$ cat src/rtl/bcd_scan_counter_if.sv
// +-----------------------------------------------------------------------+
// | bcd_scan_counter_if : control/display bundle for bcd_scan_counter      |
// | Rev 1.0                                                                |
// +-----------------------------------------------------------------------+
`default_nettype none

interface bcd_scan_counter_if #(
  parameter int DIGITS = 4
);
  logic                  en;
  logic                  up_dn;
  logic                  clr;
  logic                  load;
  logic [4*DIGITS-1:0]   load_val;
  logic [4*DIGITS-1:0]   bcd_out;
  logic                  tc;
  logic [6:0]            seg;
  logic [DIGITS-1:0]     an;

  modport master (
    output en, up_dn, clr, load, load_val,
    input  bcd_out, tc, seg, an
  );

  modport slave (
    input  en, up_dn, clr, load, load_val,
    output bcd_out, tc, seg, an
  );
endinterface

`default_nettype wire

$ cat src/rtl/bcd_scan_counter.sv
// +-----------------------------------------------------------------------+
// | bcd_scan_counter : N-digit BCD up/down counter with 7-segment scanner  |
// | Rev 1.0                                                                |
// +-----------------------------------------------------------------------+
`default_nettype none

module bcd_scan_counter #(
  parameter int DIGITS   = 4,
  parameter int CNT_DIV  = 2500000,
  parameter int SCAN_DIV = 5000,
  parameter int BLANK_LZ = 0
) (
  input  wire logic           clk,
  input  wire logic           rst_n,
  bcd_scan_counter_if.slave   bus
);

  localparam int c_CNT_W  = $clog2(CNT_DIV);
  localparam int c_SCAN_W = $clog2(SCAN_DIV);
  localparam int c_IDX_W  = (DIGITS > 1) ? $clog2(DIGITS) : 1;
  localparam logic [c_CNT_W-1:0]  c_CNT_MAX  = c_CNT_W'(CNT_DIV - 1);
  localparam logic [c_SCAN_W-1:0] c_SCAN_MAX = c_SCAN_W'(SCAN_DIV - 1);
  localparam logic [c_IDX_W-1:0]  c_IDX_LAST = c_IDX_W'(DIGITS - 1);

  logic [c_CNT_W-1:0]    r_tick_cnt;
  logic [c_SCAN_W-1:0]   r_scan_cnt;
  logic [c_IDX_W-1:0]    r_idx;
  logic [4*DIGITS-1:0]   r_bcd;
  logic                  r_tc;
  logic [DIGITS-1:0]     r_an;
  logic [6:0]            r_seg;

  logic                  w_tick;
  logic                  w_scan_wrap;
  logic [4*DIGITS-1:0]   w_inc;
  logic [4*DIGITS-1:0]   w_dec;
  logic [4*DIGITS-1:0]   w_load;
  logic                  w_carry;
  logic                  w_borrow;
  logic [c_IDX_W-1:0]    w_idx_nxt;
  logic [DIGITS-1:0]     w_an_nxt;
  logic [3:0]            w_digit;
  logic                  w_zero_above;
  logic                  w_blank;
  logic [6:0]            w_seg_nxt;

  function automatic logic [6:0] f_seg(input logic [3:0] d);
    case (d)
      4'd0:    f_seg = 7'b0000001;
      4'd1:    f_seg = 7'b1001111;
      4'd2:    f_seg = 7'b0010010;
      4'd3:    f_seg = 7'b0000110;
      4'd4:    f_seg = 7'b1001100;
      4'd5:    f_seg = 7'b0100100;
      4'd6:    f_seg = 7'b0100000;
      4'd7:    f_seg = 7'b0001111;
      4'd8:    f_seg = 7'b0000000;
      4'd9:    f_seg = 7'b0000100;
      default: f_seg = 7'b1111110;
    endcase
  endfunction

  assign w_tick      = (r_tick_cnt == c_CNT_MAX);
  assign w_scan_wrap = (r_scan_cnt == c_SCAN_MAX);

  // Ripple carry/borrow out of the top digit doubles as the wrap flag.
  always_comb begin
    w_inc    = r_bcd;
    w_dec    = r_bcd;
    w_load   = '0;
    w_carry  = 1'b1;
    w_borrow = 1'b1;
    for (int k = 0; k < DIGITS; k++) begin
      if (w_carry) begin
        if (r_bcd[4*k +: 4] == 4'd9) begin
          w_inc[4*k +: 4] = 4'd0;
        end else begin
          w_inc[4*k +: 4] = r_bcd[4*k +: 4] + 4'd1;
          w_carry         = 1'b0;
        end
      end
      if (w_borrow) begin
        if (r_bcd[4*k +: 4] == 4'd0) begin
          w_dec[4*k +: 4] = 4'd9;
        end else begin
          w_dec[4*k +: 4] = r_bcd[4*k +: 4] - 4'd1;
          w_borrow        = 1'b0;
        end
      end
      w_load[4*k +: 4] = (bus.load_val[4*k +: 4] > 4'd9) ? 4'd0 : bus.load_val[4*k +: 4];
    end
  end

  // Walk from the top digit down so the leading-zero run is known at each k.
  always_comb begin
    if (!w_scan_wrap) begin
      w_idx_nxt = r_idx;
    end else if (r_idx == c_IDX_LAST) begin
      w_idx_nxt = '0;
    end else begin
      w_idx_nxt = r_idx + 1'b1;
    end
    w_an_nxt     = '0;
    w_digit      = 4'd0;
    w_zero_above = 1'b1;
    w_blank      = 1'b0;
    for (int k = DIGITS - 1; k >= 0; k--) begin
      w_zero_above = w_zero_above & (r_bcd[4*k +: 4] == 4'd0);
      if (w_idx_nxt == c_IDX_W'(k)) begin
        w_an_nxt[k] = 1'b1;
        w_digit     = r_bcd[4*k +: 4];
        w_blank     = (BLANK_LZ != 0) && (k != 0) && w_zero_above;
      end
    end
    w_seg_nxt = w_blank ? 7'b1111111 : f_seg(w_digit);
  end

  always_ff @(posedge clk) begin
    if (!rst_n) begin
      r_tick_cnt <= '0;
    end else if (bus.clr || w_tick) begin
      r_tick_cnt <= '0;
    end else begin
      r_tick_cnt <= r_tick_cnt + 1'b1;
    end
  end

  always_ff @(posedge clk) begin
    if (!rst_n) begin
      r_bcd <= '0;
      r_tc  <= 1'b0;
    end else if (bus.clr) begin
      r_bcd <= '0;
      r_tc  <= 1'b0;
    end else if (bus.load) begin
      r_bcd <= w_load;
      r_tc  <= 1'b0;
    end else if (w_tick && bus.en) begin
      r_bcd <= bus.up_dn ? w_inc : w_dec;
      r_tc  <= bus.up_dn ? w_carry : w_borrow;
    end else begin
      r_tc  <= 1'b0;
    end
  end

  always_ff @(posedge clk) begin
    if (!rst_n) begin
      r_scan_cnt <= '0;
      r_idx      <= '0;
      r_an       <= DIGITS'(1);
      r_seg      <= 7'b0000001;
    end else begin
      r_scan_cnt <= w_scan_wrap ? '0 : r_scan_cnt + 1'b1;
      r_idx      <= w_idx_nxt;
      r_an       <= w_an_nxt;
      r_seg      <= w_seg_nxt;
    end
  end

  assign bus.bcd_out = r_bcd;
  assign bus.tc      = r_tc;
  assign bus.an      = r_an;
  assign bus.seg     = r_seg;

endmodule

`default_nettype wire

$ cat src/flat_wrapper.sv
// flat-port wrapper written by rule: the top's interface ports become plain ports
module bcd_scan_counter_flat 
#(
  parameter int DIGITS   = 4,
  parameter int CNT_DIV  = 2500000,
  parameter int SCAN_DIV = 5000,
  parameter int BLANK_LZ = 0
)
  (clk, rst_n, bus_en, bus_up_dn, bus_clr, bus_load, bus_load_val, bus_bcd_out, bus_tc, bus_seg, bus_an);
  bcd_scan_counter_if #(.DIGITS(DIGITS)) bus_i ();
  input  wire logic clk;
  input  wire logic rst_n;
  input wire logic [$bits(bus_i.en)-1:0] bus_en;
  input wire logic [$bits(bus_i.up_dn)-1:0] bus_up_dn;
  input wire logic [$bits(bus_i.clr)-1:0] bus_clr;
  input wire logic [$bits(bus_i.load)-1:0] bus_load;
  input wire logic [$bits(bus_i.load_val)-1:0] bus_load_val;
  output wire logic [$bits(bus_i.bcd_out)-1:0] bus_bcd_out;
  output wire logic [$bits(bus_i.tc)-1:0] bus_tc;
  output wire logic [$bits(bus_i.seg)-1:0] bus_seg;
  output wire logic [$bits(bus_i.an)-1:0] bus_an;
  assign bus_i.en = bus_en;
  assign bus_i.up_dn = bus_up_dn;
  assign bus_i.clr = bus_clr;
  assign bus_i.load = bus_load;
  assign bus_i.load_val = bus_load_val;
  assign bus_bcd_out = bus_i.bcd_out;
  assign bus_tc = bus_i.tc;
  assign bus_seg = bus_i.seg;
  assign bus_an = bus_i.an;
  bcd_scan_counter #(.DIGITS(DIGITS), .CNT_DIV(CNT_DIV), .SCAN_DIV(SCAN_DIV), .BLANK_LZ(BLANK_LZ)) u_core (.clk(clk), .rst_n(rst_n), .bus(bus_i));
endmodule
$ cat config.mk
export PLATFORM = sky130hd
export DESIGN_NAME = bcd_scan_counter_flat
export DESIGN_NICKNAME = d
export VERILOG_FILES = /design/src/rtl/bcd_scan_counter_if.sv /design/src/rtl/bcd_scan_counter.sv /design/src/flat_wrapper.sv
export SDC_FILE = /design/constraint.sdc
export NUM_CORES = 1
export LEC_CHECK = 0
export ABC_AREA = 1
export CAP_MARGIN = 20
export CORE_ASPECT_RATIO = 0.6
export CORE_MARGIN = 3
export CORE_UTILIZATION = 55
export CTS_CLUSTER_DIAMETER = 40
export DETAILED_ROUTE_END_ITERATION = 6
export GPL_TIMING_DRIVEN = 0
export PLACE_DENSITY = 0.86
export SLEW_MARGIN = 20
export SYNTH_ARGS = -nofsm -noshare
export SYNTH_HDL_FRONTEND = slang
export SYNTH_SLANG_ARGS = --single-unit
$ cat constraint.sdc
create_clock -name clk -period 2.5 [get_ports clk]
set_input_delay 0.5 -clock clk [delete_from_list [all_inputs] [get_ports clk]]
set_output_delay 0.5 -clock clk [all_outputs]
set_load 0.005 [all_outputs]
==> results.md <==
* TNS Setup at 0 ps
* Period utilization at 93.4%
* Hold Path Class: register to register
* Antenna cells at 0
* Max stage delay on crit path at 400 ps
* First-pass DRT Iterations at 7
* Port buffer count at 48
* Starting DRT DRC Count at 453
* Adder-cell area share of the yosys netlist at 2.66%
* Fmax at 428 MHz
* Vias in the first global route at 3600
* Worst path slowest cell: dfxtp_1
* CP arrival at 2560 ps
* RSZ-0062 raised after global routing: no
* Vias at 4032
* Distinct cells, synth at 43
* First-pass GRT wire length at 16.7 mm
* CTS max path bufs at 2
* Final hold vios at 0
* Crit path required time at 2730 ps
* CP delay by family, top: simple AND/OR/NAND/NOR gates
* Post-route ant nets at 0
* Syn_nets at 588
* Area Growth Syn to Fin at 25.9%
* WL final at 10.3 mm
* Sequential area share after synthesis at 34.6%
* Main combinational cell family by area after synthesis: simple AND/OR/NAND/NOR gates
* Synth Cell Area at 3760 um2
* Tmin final at 2330 ps
* Status: complete, but fails checks
* Tightest Pin Transition at 577 ps
* Gp weighted congestion at 0.945
* Clk sinks at 65
* Grt total ovfl at 0
* Die height at 70.1 um
* Worst-path cell chain: ha_4 > nand2_1 > nor2_1 > nand3_2 > nand2_2 > nand2_4 > nand2_4 > inv_4 > nand2_1 > nand4_1 > inv_2 > ha_1 > nand3_1 > nor2_1 > nor2_1 > nand2_1 > inv_1
* Avg Cell Area, Syn at 6.74 um2
* Routed WL per cell at 14.6 um
* Total GRT Usage at 25.9%
* Nets at 650
* Final setup vio count at 0
* Rel. slew slack at 61.5%
* Top_reg_cell synth: dfxtp_1
* Clock skew at 8.37 ps
* Fraction of layout cells with a size suffix above 1 at 10.1%
* Core ar. at 6360 um2
* Initial Util at 59.2%
* Vias per inst at 5.69
* PwrDens at 607 nW/um2
* Root Driver: clkbuf_16
* Cell Rows at 22
* Top Ports at 50
* Max VDD drop at 667 uV
* Crit path capture type: register
* Violated checks: DRC
* CTS H-tree depth at 3
* Die X at 113 um
* EDFF count, synth at 0
* Final Slew Violations at 0
* Leakage power at 0.00192 uW
* Dpl cells at 690
* Pin count of the biggest net entering global routing at 13
* Simple-gate share of the synthesized area at 34.1%
* WP buf/inv at 3
* Initial antenna violation count at 0
* Critical path launch point type: register
* Reg clk slew, reported paths at 50 ps
* Crit Path Class: register to register
* Synth Area in Compound Gates at 17.8%
* Syn. warnings at 0
* Non-filler cells, final at 709
* Async S/R FF share, synth at 0%
* Post-DP HPWL at 7.71 mm
* DR DRC count at 2
* Worst-path maximum fanout at 9
* Fillers at 513
* TritonCTS clock tree: yes
* XOR/XNOR share of the synthesized area at 1.16%
* Worst-Skew Late Latency at 340 ps
* Max_cap viols at 0
* Yosys reg bits at 65
* Mux share of post-synthesis cell area at 0%
* Die area at 7900 um2
* Gate Count Post-Synth at 558
* CTS buffer count at 9
per-layer routing:
metal / vias up / global-route usage [%] / wire length (um)
li1: 1975 / - / -
met1: 1801 / 36.7 / 4490
met2: 225 / 37.7 / 4420
met3: 31 / 7.53 / 1220
met4: 0 / 8.27 / 197
met5: - / 0 / 0
synth_stat cells (all sizes together) (3+ instances only):
library cell	instances	share of area, %
nand2	102	12
inv	88	8.8
nor2	81	9.1
dfxtp	65	35
a21oi	48	6.9
o21ai	48	6.5
nand3	44	6.5
nor3	19	2.5
nand4	11	1.8
ha	8	2.7
clkbuf	6	0.60
nor4	4	0.83
o22ai	4	0.67
xor2	4	0.93
nor3b	3	0.60
sequential cells by signal, summed over array words and instances, names as in the netlist:
signal and flops:
u_core.bus.an 4, u_core.bus.bcd_out 16, u_core.bus.seg 7, u_core.bus.tc 1, u_core.r_idx 2, u_core.r_scan_cnt 13, u_core.r_tick_cnt 22
repair_timing:
action | in CTS | in global routing
setup endpoints to repair | 0 | 5
buffers inserted | 0 | 3
hold buffers | 0 | 0
gates resized for setup | 0 | 3
power breakdown:
part | switching, uW | internal, uW | total, uW | leakage [uW]
logic | 171 | 126 | 298 | 0.00122
clock network | 487 | 1000 | 1490 | 0.000169
registers | 27.3 | 1060 | 1090 | 0.000527
layout make-up:
type                       instances  area (um2)  share of cell area, %
buffer                             7        30.0                  0.634
clock buffer                      10         239                   5.04
clock inverter                     6         115                   2.43
inverter                          89         337                   7.11
multi-input combinational        397        2110                   44.5
sequential                        65        1300                   27.5
tap                               84         105                   2.22
timing repair buffer              51         503                   10.6
layout by cell type, fill, tap and decap left out, drive strengths merged:
master / instances
o311a: 1
nor2: 81
a311oi: 2
or3: 1
o21a: 2
o32ai: 1
nand2: 102
clkinvlp: 1
nand3b: 2
o21ai: 48
a21oi: 48
nand4: 11
a22oi: 1
bufinv: 3
o211a: 1
a221oi: 2
nor3: 19
o311ai: 2
a31oi: 1
o211ai: 1
clkdlybuf4s50: 48
buf: 4
nor3b: 3
ha: 8
clkinv: 3
inv: 88
o22ai: 4
nand3: 44
clkbuf: 16
a32oi: 1
nor4: 4
xor2: 4
a211oi: 2
dfxtp: 65
xnor2: 1
worst register-to-register path: stages, from the launching register on:
cell and delay, ps:
dfxtp_1 400, ha_4 190, nand2_1 60, nor2_1 150, nand3_2 130, nand2_2 120, nand2_4 100, nand2_4 120
inv_4 50, nand2_1 60, nand4_1 160, inv_2 120, ha_1 150, nand3_1 100, nor2_1 140, nor2_1 60
nand2_1 60, inv_1 50
stage by stage:
| step | hold slack [ps] | utilization (%) | total power [uW] | area [um2] | setup slack (ps) |
|---|---|---|---|---|---|
| CTS | 451 | 73.9 | 2870 | 4700 | 57.9 |
| floorplan | 417 | - | 1270 | 3760 | 411 |
| global placement | 427 | 68.4 | 1370 | 4350 | 75.6 |
| finish | 456 | 74.5 | 2870 | 4740 | 166 |
| detailed placement | 442 | 68.4 | 1380 | 4350 | 31.4 |
| global route | 480 | 74.5 | 2960 | 4740 | 9.45 |
kinds of logic after synthesis:
family / after synthesis
fa+ha+maj: 8
buf+inv: 96
compound gates: 117
simple gates: 267
flops: 65
xor+xnor: 5
final timing paths:
check / from / endpoint / slack (ps) / cells after the start
min reg2reg: u_core.r_tick_cnt[20] / u_core.r_tick_cnt[20] / 460 / 1
max: u_core.r_scan_cnt[0] / u_core.bus.seg[2] / 170 / 17
max reg2reg: u_core.r_scan_cnt[0] / u_core.bus.seg[2] / 170 / 17
min: u_core.r_tick_cnt[20] / u_core.r_tick_cnt[20] / 460 / 1
No activity file was read; power rests on OpenSTA's default activity.
